$ cat config.mk
export PLATFORM = sky130hd
export DESIGN_NAME = wb_rr_arbiter
export DESIGN_NICKNAME = d
export VERILOG_FILES = /design/src/rtl/wb_rr_arbiter.sv
export SDC_FILE = /design/constraint.sdc
export NUM_CORES = 1
export LEC_CHECK = 0
export CORE_AREA = 2 2 163 165
export CTS_CLUSTER_DIAMETER = 200
export DETAILED_ROUTE_END_ITERATION = 16
export DIE_AREA = 0 0 165 167
export PLACE_DENSITY_LB_ADDON = 0.3
export SLEW_MARGIN = 5
export SYNTH_ARGS = -nofsm -noshare
export SYNTH_HDL_FRONTEND = slang
export SYNTH_SLANG_ARGS = --single-unit
$ cat constraint.sdc
create_clock -name wb_clk_i -period 3.6 [get_ports wb_clk_i]
set_input_delay 0.9 -clock wb_clk_i [delete_from_list [all_inputs] [get_ports wb_clk_i]]
set_output_delay 0.9 -clock wb_clk_i [all_outputs]
set_load 0.02 [all_outputs]
$ cat src/rtl/wb_rr_arbiter.sv
// wb_rr_arbiter: N-master round-robin Wishbone B3 arbiter with burst-safe ownership.
// Define WB_ARB_TIMEOUT_EN to add the stalled-slave timeout (ERR state, m_err_o).
module wb_rr_arbiter #(
   parameter int NUM_MASTERS = 4,
   parameter int DATA_WIDTH  = 32,
   parameter int ADDR_WIDTH  = 26,
   parameter int TIMEOUT     = 255
) (
   input  logic                                  wb_clk_i,
   input  logic                                  wb_rst_i,
   input  logic [NUM_MASTERS-1:0]                m_cyc_i,
   input  logic [NUM_MASTERS-1:0]                m_stb_i,
   input  logic [NUM_MASTERS-1:0]                m_we_i,
   input  logic [NUM_MASTERS*ADDR_WIDTH-1:0]     m_addr_i,
   input  logic [NUM_MASTERS*DATA_WIDTH-1:0]     m_dat_i,
   input  logic [NUM_MASTERS*DATA_WIDTH/8-1:0]   m_sel_i,
   input  logic [NUM_MASTERS*3-1:0]              m_cti_i,
   output logic [DATA_WIDTH-1:0]                 m_dat_o,
   output logic [NUM_MASTERS-1:0]                m_ack_o,
   output logic [NUM_MASTERS-1:0]                m_err_o,
   output logic                                  s_cyc_o,
   output logic                                  s_stb_o,
   output logic                                  s_we_o,
   output logic [ADDR_WIDTH-1:0]                 s_addr_o,
   output logic [DATA_WIDTH-1:0]                 s_dat_o,
   output logic [DATA_WIDTH/8-1:0]               s_sel_o,
   output logic [2:0]                            s_cti_o,
   input  logic [DATA_WIDTH-1:0]                 s_dat_i,
   input  logic                                  s_ack_i,
   output logic [NUM_MASTERS-1:0]                grant_o
);
   localparam int IW = $clog2(NUM_MASTERS);
   localparam int SW = DATA_WIDTH / 8;
`ifdef WB_ARB_TIMEOUT_EN
   typedef enum logic [1:0] {IDLE, OWN, ERR} state_t;
`else
   typedef enum logic {IDLE, OWN} state_t;
`endif
   state_t                 state;
   logic [NUM_MASTERS-1:0] grant;
   logic [IW-1:0]          gidx, rr_ptr, win, k;
   logic                   own, timed_out;

   if (NUM_MASTERS < 2 || NUM_MASTERS > 16 || DATA_WIDTH % 8 != 0 || TIMEOUT < 1 || TIMEOUT > 65535) begin : g_bad_params
      $error("wb_rr_arbiter: parameter out of range");
   end

   // Scan downward so the last hit is the requester closest above rr_ptr.
   always_comb begin
      win = rr_ptr;
      k = '0;
      for (int i = NUM_MASTERS - 1; i >= 0; i--) begin
         k = IW'((int'(rr_ptr) + i) % NUM_MASTERS);
         if (m_cyc_i[k]) win = k;
      end
   end

   always_ff @(posedge wb_clk_i or posedge wb_rst_i)
      if (wb_rst_i) begin
         state  <= IDLE;
         grant  <= '0;
         gidx   <= '0;
         rr_ptr <= '0;
      end else
         case (state)
            IDLE:
               if (|m_cyc_i) begin
                  state  <= OWN;
                  grant  <= {{(NUM_MASTERS-1){1'b0}}, 1'b1} << win;
                  gidx   <= win;
                  rr_ptr <= (win == IW'(NUM_MASTERS - 1)) ? '0 : win + 1'b1;
               end
            OWN:
               if (!m_cyc_i[gidx]) begin
                  state <= IDLE;
                  grant <= '0;
               end else if (timed_out)
                  state <= state_t'(2);
            default: begin
               state <= IDLE;
               grant <= '0;
            end
         endcase

   assign own      = state == OWN;
   assign s_cyc_o  = own & m_cyc_i[gidx];
   assign s_stb_o  = own & m_cyc_i[gidx] & m_stb_i[gidx];
   assign s_we_o   = own & m_we_i[gidx];
   assign s_addr_o = own ? m_addr_i[gidx*ADDR_WIDTH +: ADDR_WIDTH] : '0;
   assign s_dat_o  = own ? m_dat_i[gidx*DATA_WIDTH +: DATA_WIDTH] : '0;
   assign s_sel_o  = own ? m_sel_i[gidx*SW +: SW] : '0;
   assign s_cti_o  = own ? m_cti_i[gidx*3 +: 3] : '0;
   assign m_dat_o  = s_dat_i;
   assign m_ack_o  = (s_ack_i & s_stb_o) ? grant : '0;
   assign grant_o  = grant;

`ifdef WB_ARB_TIMEOUT_EN
   localparam int CW = $clog2(TIMEOUT + 1);
   logic [CW-1:0] stall_cnt;

   // Counter is zero whenever we are not in OWN, so a fresh grant starts clean.
   always_ff @(posedge wb_clk_i or posedge wb_rst_i)
      if (wb_rst_i) stall_cnt <= '0;
      else stall_cnt <= (own && s_stb_o && !s_ack_i) ? stall_cnt + 1'b1 : '0;

   assign timed_out = stall_cnt == CW'(TIMEOUT);
   assign m_err_o   = (state == ERR) ? grant : '0;
`else
   assign timed_out = 1'b0;
   assign m_err_o   = '0;
`endif
endmodule
==> results of run 1 <==
[Yosys cell counts, types with 2 or more instances]
cell       count
and2_1        69
mux4_2        68
buf_4         36
clkbuf_1      11
dfrtp_1        9
buf_2          8
o21ai_0        7
and3_1         6
buf_12         4
ha_1           4
nor2b_1        4
o2bb2ai_1      4
inv_1          3
a21boi_0       2
a21oi_1        2
nand2_1        2
nor2_1         2
o21bai_1       2
[state kept, by name, indices dropped and copies added (netlist names)]
register / count
gidx: 2
grant_o: 4
own: 1
rr_ptr: 2
[worst max-delay path: cells and delay by family]
family,cells,cell delay (ns)
multiplexers,1,0.51
AND/OR/NAND/NOR,1,0.19
buffers and inverters,2,1.04
[worst max path at each step]
stage                       from            to  slack, ns
floorplan             m_cyc_i[3]    m_ack_o[0]       0.93
global placement      m_stb_i[0]    m_ack_o[0]      -0.22
detailed placement    m_stb_i[0]    m_ack_o[0]      -0.21
CTS                   m_stb_i[0]    m_ack_o[0]     0.0006
global route        m_addr_i[14]  s_addr_o[14]       0.06
finish              m_addr_i[14]  s_addr_o[14]       0.05
[cells in the final DEF (no fill, tap or decap), drive strengths merged, types with 3 or more instances in the layout]
cell type and n:
clkdlybuf4s50 344, nor2 3, o2bb2ai 4, clkbuf 4, conb 4, dfrtp 9, nor2b 4, and3 6
and2 69, dlygate4sd2 5, buf 12, mux4 68, ha 4, o21ai 7, inv 3
[area by class of cell]
type                    count  area (um^2)  area share
inverters                   3         11.3     0.00168
well taps                 335          419      0.0624
flip-flops and latches      9          234      0.0348
repair buffers            362         3650       0.544
multi-input cells         187         2320       0.345
clock buffers               4         78.8      0.0117
[through the flow]
step | power (mW) | std cells
after global placement | 4.03 | 896
after floorplan | 2.47 | 259
after CTS | 4.23 | 900
after global routing | 4.43 | 900
final | 4.16 | 900
after detailed placement | 4.02 | 896
[power groups by stage]
stage / Sequential [mW] / Clock (mW) / Combinational (mW)
6_report: 0.296 / 0.206 / 3.66
5_1_grt: 0.314 / 0.213 / 3.90
4_1_cts: 0.307 / 0.208 / 3.72
3_5_place_dp: 0.309 / 0 / 3.71
3_3_place_gp: 0.308 / 0 / 3.73
2_1_floorplan: 0.199 / 0 / 2.27
[metal layers]
layer	share of wire	GRT usage	vias up
met5	0	0	-
met4	0.016	0.0223	0
met3	0.080	0.0184	23
met2	0.53	0.199	171
met1	0.38	0.129	1650
li1	-	-	1571
[cell families (layout without fill, tap and decap cells)]
| family | after synthesis | count (layout) | share of synthesized area |
|---|---|---|---|
| mux | 69 | 69 | 0.517 |
| buf+inv | 63 | 369 | 0.152 |
| simple gates | 90 | 90 | 0.192 |
| compound gates | 20 | 20 | 0.0453 |
| fa+ha+maj | 4 | 4 | 0.0168 |
| other cells | 1 | 4 | 0.00126 |
| flops | 9 | 9 | 0.0754 |
==> results.rst, run 1 <==
.. list-table::
   :header-rows: 1

   * - Metric
     - Value
   * - Width of the chip
     - 165 um
   * - Number of synthesized register bits
     - 9
   * - Fraction of final layout cells sized beyond drive strength 1
     - 0.161
   * - Fill count
     - 2705
   * - Initial core utilization
     - 0.116
   * - Crit. End Element
     - output port
   * - Fraction of synthesized cell area taken by the top area cell type
     - 0.513
   * - Avg Inst Size Synth
     - 11.7 um^2
   * - Remaining Overflow, GRT
     - 0
   * - Unique masters post-synth
     - 31
   * - Overall via count from detail_route
     - 3415
   * - Library cell with the largest summed area after synthesis
     - mux4_2
   * - Flop2flop setup slack
     - 1.81 ns
   * - Fin worst setup slack
     - 0.0494 ns
   * - Clock-pin transition on the worst setup and hold timing paths
     - 0.04 ns
   * - Maximum clock path buffer count
     - 2
   * - Total CTS buffers
     - 3
   * - Hold depth
     - 2
   * - Total net switching power
     - 1.80 mW
   * - Combinational cell fraction of total power
     - 0.879
   * - Via count of the first global-routing pass
     - 3559
   * - Max-slew violation count
     - 0
   * - Max VDD drop
     - 214 uV
   * - Data arrival time of the worst path
     - 2.65 ns
   * - Final number of setup-violating endpoints
     - 0
   * - Number of antenna diodes
     - 0
   * - Worst Reg2Reg Path Length in Cells
     - 4
   * - Highest-delay cell along the critical path
     - clkdlybuf4s50_1
   * - Routed length per placed instance
     - 18.0 um
   * - Peak clock frequency supported by timing
     - 0.282 GHz
   * - End of the worst register-to-register path
     - grant_o[0]
   * - Die height
     - 167 um
   * - Detailed Route WL
     - 16200 um
   * - Max H-tree Level
     - 1
   * - Result of the run
     - complete, no violations
   * - Yosys warning count
     - 0
   * - Most common flop cell mapped by yosys
     - dfrtp_1
   * - Clock insertion delay at the later pin of the skew report
     - 0.24 ns
   * - Setup repair after global routing missed its margin
     - false
   * - Sequential fraction of design power
     - 0.071
   * - Clock Skew
     - 0.00141 ns
   * - Count of nets after finishing
     - 877
   * - Min-delay worst type
     - flip-flop to flip-flop
   * - DRC
     - 0
   * - Maximum number of pins on one net before global-route repair
     - 45
   * - Number of synthesized flops with an enable pin
     - 0
   * - Most numerous cell on the critical path
     - clkdlybuf4s50_1
   * - Post-layout utilization of the core
     - 0.261
   * - Hold_ws
     - 0.600 ns
   * - I/O pin count
     - 419
   * - Worst Hold Path EP
     - grant_o[0]
   * - IO buf count
     - 350
   * - Number of antenna violations at the first check in global routing
     - 0
   * - Origin of the critical flop-to-flop path
     - gidx[0]
   * - Clock power frac
     - 0.049
   * - Hold-fix buffers, CTS
     - 0
   * - Switching portion of total power
     - 0.434
   * - Synth-to-layout area growth
     - 125%
   * - Final antenna-violating net count
     - 0
   * - Worst slack at placement
     - -0.215 ns
   * - Final worst-path cycle share
     - 0.986
   * - Syn Std Cell Area
     - 2990 um^2
   * - CTS tree
     - done
   * - Pint
     - 2.35 mW
   * - Pleak
     - 2.40 nW
   * - Total negative slack for setup checks
     - 0 ns
   * - Critical Path RT
     - 2.70 ns
   * - Cell-by-cell listing of the critical path
     - clkdlybuf4s50_1 -> mux4_2 -> and2_1 -> clkdlybuf4s50_1
   * - Start-to-end type of the worst setup path
     - primary input to output port
   * - Area of the die
     - 27600 um^2
   * - Placed standard-cell area
     - 6640 um^2
   * - Maximum cell stage delay along the critical path
     - 0.55 ns
   * - Number of DRC violations after detailed-routing iteration 0
     - 193
   * - Final weighted congestion of routability-driven global placement
     - 0.790
   * - Async set or reset register ratio after synthesis
     - 1.00
   * - Total global routing track utilization
     - 0.108
   * - Number of hold violations in the final report
     - 0
   * - Total power divided by cell area
     - 619 nW/um^2
   * - Worst-path fanout max
     - 1
   * - Total number of clock tree sinks
     - 9
   * - Final worst path period need
     - 3.55 ns
   * - Hold Crit Start
     - grant_o[0]
   * - Floorplan row count
     - 59
   * - Total core area
     - 25800 um^2
   * - Sequential fraction of the synthesis area
     - 0.0754
   * - First-pass GRT wire length
     - 22300 um
   * - Startpoint type of the worst setup path
     - primary input
   * - DRT Pass-1 Iters
     - 4
   * - Library cell used as clock root buffer
     - clkbuf_16
   * - Via count normalized by instance count
     - 3.79
   * - Top cells by area, synth
     - mux4_2 (51%), and2_1 (14%), buf_4 (9.1%)
   * - Post-CTS Repair Setup Buffers
     - 0
   * - Post-synthesis cell count
     - 256
   * - Final design area excluding fillers
     - 6720 um^2
   * - Cts repair resizes
     - 5
   * - Max_cap viols
     - 0
   * - Total half-perimeter wirelength after legalization and detailed placement
     - 14100 um
No activity file was read; power rests on OpenSTA's default activity.
==> run 2, diff against run 1 <==
--- a/config.mk
+++ b/config.mk
@@ -5,7 +5,7 @@
 export SDC_FILE = /design/constraint.sdc
 export NUM_CORES = 1
 export LEC_CHECK = 0
-export CORE_AREA = 2 2 163 165
+export CORE_AREA = 4 4 161 163
 export CTS_CLUSTER_DIAMETER = 200
 export DETAILED_ROUTE_END_ITERATION = 16
 export DIE_AREA = 0 0 165 167
==> constraint.sdc (replaced) <==
create_clock -name wb_clk_i -period 3.45 [get_ports wb_clk_i]
set_input_delay 0.8625 -clock wb_clk_i [delete_from_list [all_inputs] [get_ports wb_clk_i]]
set_output_delay 0.8625 -clock wb_clk_i [all_outputs]
set_load 0.02 [all_outputs]
==> run 2 against run 1 <==
Effect of this change:
- via count grew 1.4%
- clock power about the same
- utilization grew 1.5 points
- setup slack lost 0.0079 ns
- global-route usage grew 1.1 points
- clock skew shrank 0.00098 ns
- critical path type unchanged
- critical endpoint is now m_ack_o[1]
- highest routed layer unchanged
==> results.rst, run 2 (synthesis results as in run 1) <==
.. list-table::
   :header-rows: 1

   * - Metric
     - Value
   * - Total power divided by cell area
     - 658 nW/um^2 (+6.3%)
   * - End of the worst register-to-register path
     - grant_o[1]
   * - Area of the die
     - 27600 um^2 (unchanged)
   * - Total number of clock tree sinks
     - 9 (unchanged)
   * - Via count normalized by instance count
     - 3.88 (+2.2%)
   * - Most used cells in the layout excluding fill and tap cells
     - clkdlybuf4s50_1 (344), mux4_2 (68), and2_1 (68)
   * - Result of the run
     - complete, no violations
   * - Most common cell after layout, fill and taps aside
     - clkdlybuf4s50_1
   * - Maximum clock path buffer count
     - 2 (unchanged)
   * - Via count of the first global-routing pass
     - 3715 (+4.4%)
   * - Number of antenna diodes
     - 0 (unchanged)
   * - Flop2flop setup slack
     - 1.58 ns (-0.23 ns)
   * - Non-filler cells, final
     - 893 (-0.78%)
   * - Crit. End Element
     - output port
   * - Slew of the pin with the lowest slew margin
     - 0.526 ns
   * - Final worst-path cycle share
     - 0.988
   * - Clock power frac
     - 0.046 (-0.003)
   * - Overall via count from detail_route
     - 3464 (+1.4%)
   * - Clock insertion delay at the later pin of the skew report
     - 0.23 ns (about the same)
   * - Routed length per placed instance
     - 20.3 um (+12%)
   * - Count of nets after finishing
     - 881 (+0.46%)
   * - Fraction of final layout cells sized beyond drive strength 1
     - 0.169 (+0.00766)
   * - Number of hold violations in the final report
     - 0 (unchanged)
   * - Number of antenna violations at the first check in global routing
     - 0 (unchanged)
   * - Total global routing track utilization
     - 0.119 (+0.0111)
   * - Start-to-end type of the worst setup path
     - primary input to output port
   * - Number of DRC violations after detailed-routing iteration 0
     - 105 (-46%)
   * - Fin worst setup slack
     - 0.0415 ns (-0.00792 ns)
   * - Initial core utilization
     - 0.123 (+0.00688)
   * - Max transition margin
     - 0.649
   * - Width of the chip
     - 165 um (unchanged)
   * - Setup repair after global routing missed its margin
     - false
   * - DRT Pass-1 Iters
     - 7 (+3)
   * - Detailed Route WL
     - 18100 um (+12%)
   * - Overall power
     - 4.42 mW (+6.3%)
   * - Origin of the critical flop-to-flop path
     - gidx[0]
   * - Final antenna-violating net count
     - 0 (unchanged)
   * - Library cell used as clock root buffer
     - clkbuf_16
   * - Largest register FFs
     - 4 (unchanged)
   * - Max H-tree Level
     - 1 (unchanged)
   * - I/O pin count
     - 419 (unchanged)
   * - Final design area excluding fillers
     - 6720 um^2 (unchanged)
   * - Hold depth
     - 2 (unchanged)
   * - Clock-pin transition on the worst setup and hold timing paths
     - 0.04 ns (about the same)
   * - Worst-path fanout max
     - 4 (+3)
   * - Max-slew violation count
     - 0 (unchanged)
   * - Die height
     - 167 um (unchanged)
   * - Remaining Overflow, GRT
     - 0 (unchanged)
   * - Total core area
     - 24300 um^2 (-5.6%)
   * - Peak clock frequency supported by timing
     - 0.293 GHz
   * - First-pass GRT wire length
     - 24900 um (+12%)
   * - Min-delay worst type
     - flip-flop to flip-flop
   * - Hold Crit Start
     - grant_o[2]
   * - Floorplan row count
     - 57 (-3.4%)
   * - Sequential fraction of design power
     - 0.071 (about the same)
   * - Final weighted congestion of routability-driven global placement
     - 0.856 (+8.3%)
   * - Combinational cell fraction of total power
     - 0.883 (+0.004)
   * - Clock Skew
     - 0.000432 ns (-0.000981 ns)
   * - Critical Path RT
     - 2.59 ns (-0.11 ns)
   * - Synth-to-layout area growth
     - 125% (unchanged)
   * - Fill count
     - 2587 (-4.4%)
   * - Worst slack at placement
     - -0.281 ns (-0.0666 ns)
   * - Maximum number of pins on one net before global-route repair
     - 34 (-24%)
   * - Final worst path period need
     - 3.41 ns
   * - Total half-perimeter wirelength after legalization and detailed placement
     - 15600 um (+11%)
   * - Pleak
     - 2.40 nW (about the same)
   * - Hold_ws
     - 0.597 ns (-0.00366 ns)
   * - Max_cap viols
     - 0 (unchanged)
   * - Hold-fix buffers, CTS
     - 0 (unchanged)
   * - Total negative slack for setup checks
     - 0 ns (unchanged)
   * - Worst Hold Path EP
     - grant_o[2]
   * - Pint
     - 2.47 mW (+4.9%)
   * - Data arrival time of the worst path
     - 2.55 ns (-0.10 ns)
   * - Total net switching power
     - 1.95 mW (+8.1%)
   * - Worst Reg2Reg Path Length in Cells
     - 5 (+1)
   * - DRC
     - 0 (unchanged)
   * - CTS tree
     - done
   * - IO buf count
     - 350 (unchanged)
   * - Post-layout utilization of the core
     - 0.276 (+0.0155)
   * - Final number of setup-violating endpoints
     - 0 (unchanged)
   * - Placed standard-cell area
     - 6610 um^2 (-0.43%)
   * - Total CTS buffers
     - 3 (unchanged)
   * - Max VDD drop
     - 237 uV (+11%)
   * - DP Cell Count
     - 885 (-1.2%)
   * - Switching portion of total power
     - 0.442 (+0.00750)
   * - Startpoint type of the worst setup path
     - primary input
==> run 2: cell count changes in the layout (fill, tap and decap cells not counted) <==
cell             before  now
clkdlybuf4s15_1       0    1
buf_4                 7   13
dlymetal6s2s_1        1    0
dlygate4sd2_1         5    4
buf_12                5    4
==> run 2: cell type report <==
| class | instances | area [um^2] | share of cell area |
|---|---|---|---|
| Clock buffer | 4 | 78.8 | 0.0117 |
| Inverter | 3 | 11.3 | 0.00168 |
| Multi-Input combinational cell | 187 | 2320 | 0.345 |
| Sequential cell | 9 | 234 | 0.0348 |
| Tap cell | 324 | 405 | 0.0604 |
| Timing Repair Buffer | 366 | 3670 | 0.546 |
==> run 2: worst max-delay path, cell delays in order <==
cell and delay, ns:
clkdlybuf4s50_1 0.45, mux4_2 0.54, and2_4 0.21, and3_1 0.16, dlygate4sd2_1 0.32
==> run 2: power by group through the flow <==
| stage | Combinational, mW | Clock [mW] | Sequential (mW) |
|---|---|---|---|
| 3_5_place_dp | 3.90 | 0 | 0.365 |
| 6_report | 3.90 | 0.203 | 0.315 |
| 3_3_place_gp | 3.92 | 0 | 0.368 |
| 4_1_cts | 3.93 | 0.207 | 0.362 |
| 5_1_grt | 4.14 | 0.217 | 0.339 |
| 2_1_floorplan | 2.37 | 0 | 0.208 |
==> run 2: worst max path at each step <==
stage / startpoint / end / slack, ns
2_1_floorplan: m_cyc_i[3] / m_ack_o[0] / 0.85
3_3_place_gp: m_stb_i[3] / m_ack_o[2] / -0.27
3_5_place_dp: m_stb_i[3] / m_ack_o[0] / -0.28
4_1_cts: m_stb_i[3] / m_ack_o[0] / 0.02
5_1_grt: m_stb_i[3] / m_ack_o[1] / 0.005
6_report: m_stb_i[3] / m_ack_o[1] / 0.04
==> run 2: layer usage <==
| metal | share of wire | track usage |
|---|---|---|
| met5 | 0 | 0 |
| met4 | 0.0068 | 0.0112 |
| met3 | 0.084 | 0.0220 |
| met2 | 0.55 | 0.232 |
| met1 | 0.36 | 0.136 |
==> run 2: repair_timing <==
action,CTS,global route
buffers inserted,0,4
gates resized for setup,7,1
endpoints found under the hold margin,0,0
endpoints found under the setup margin,5,3
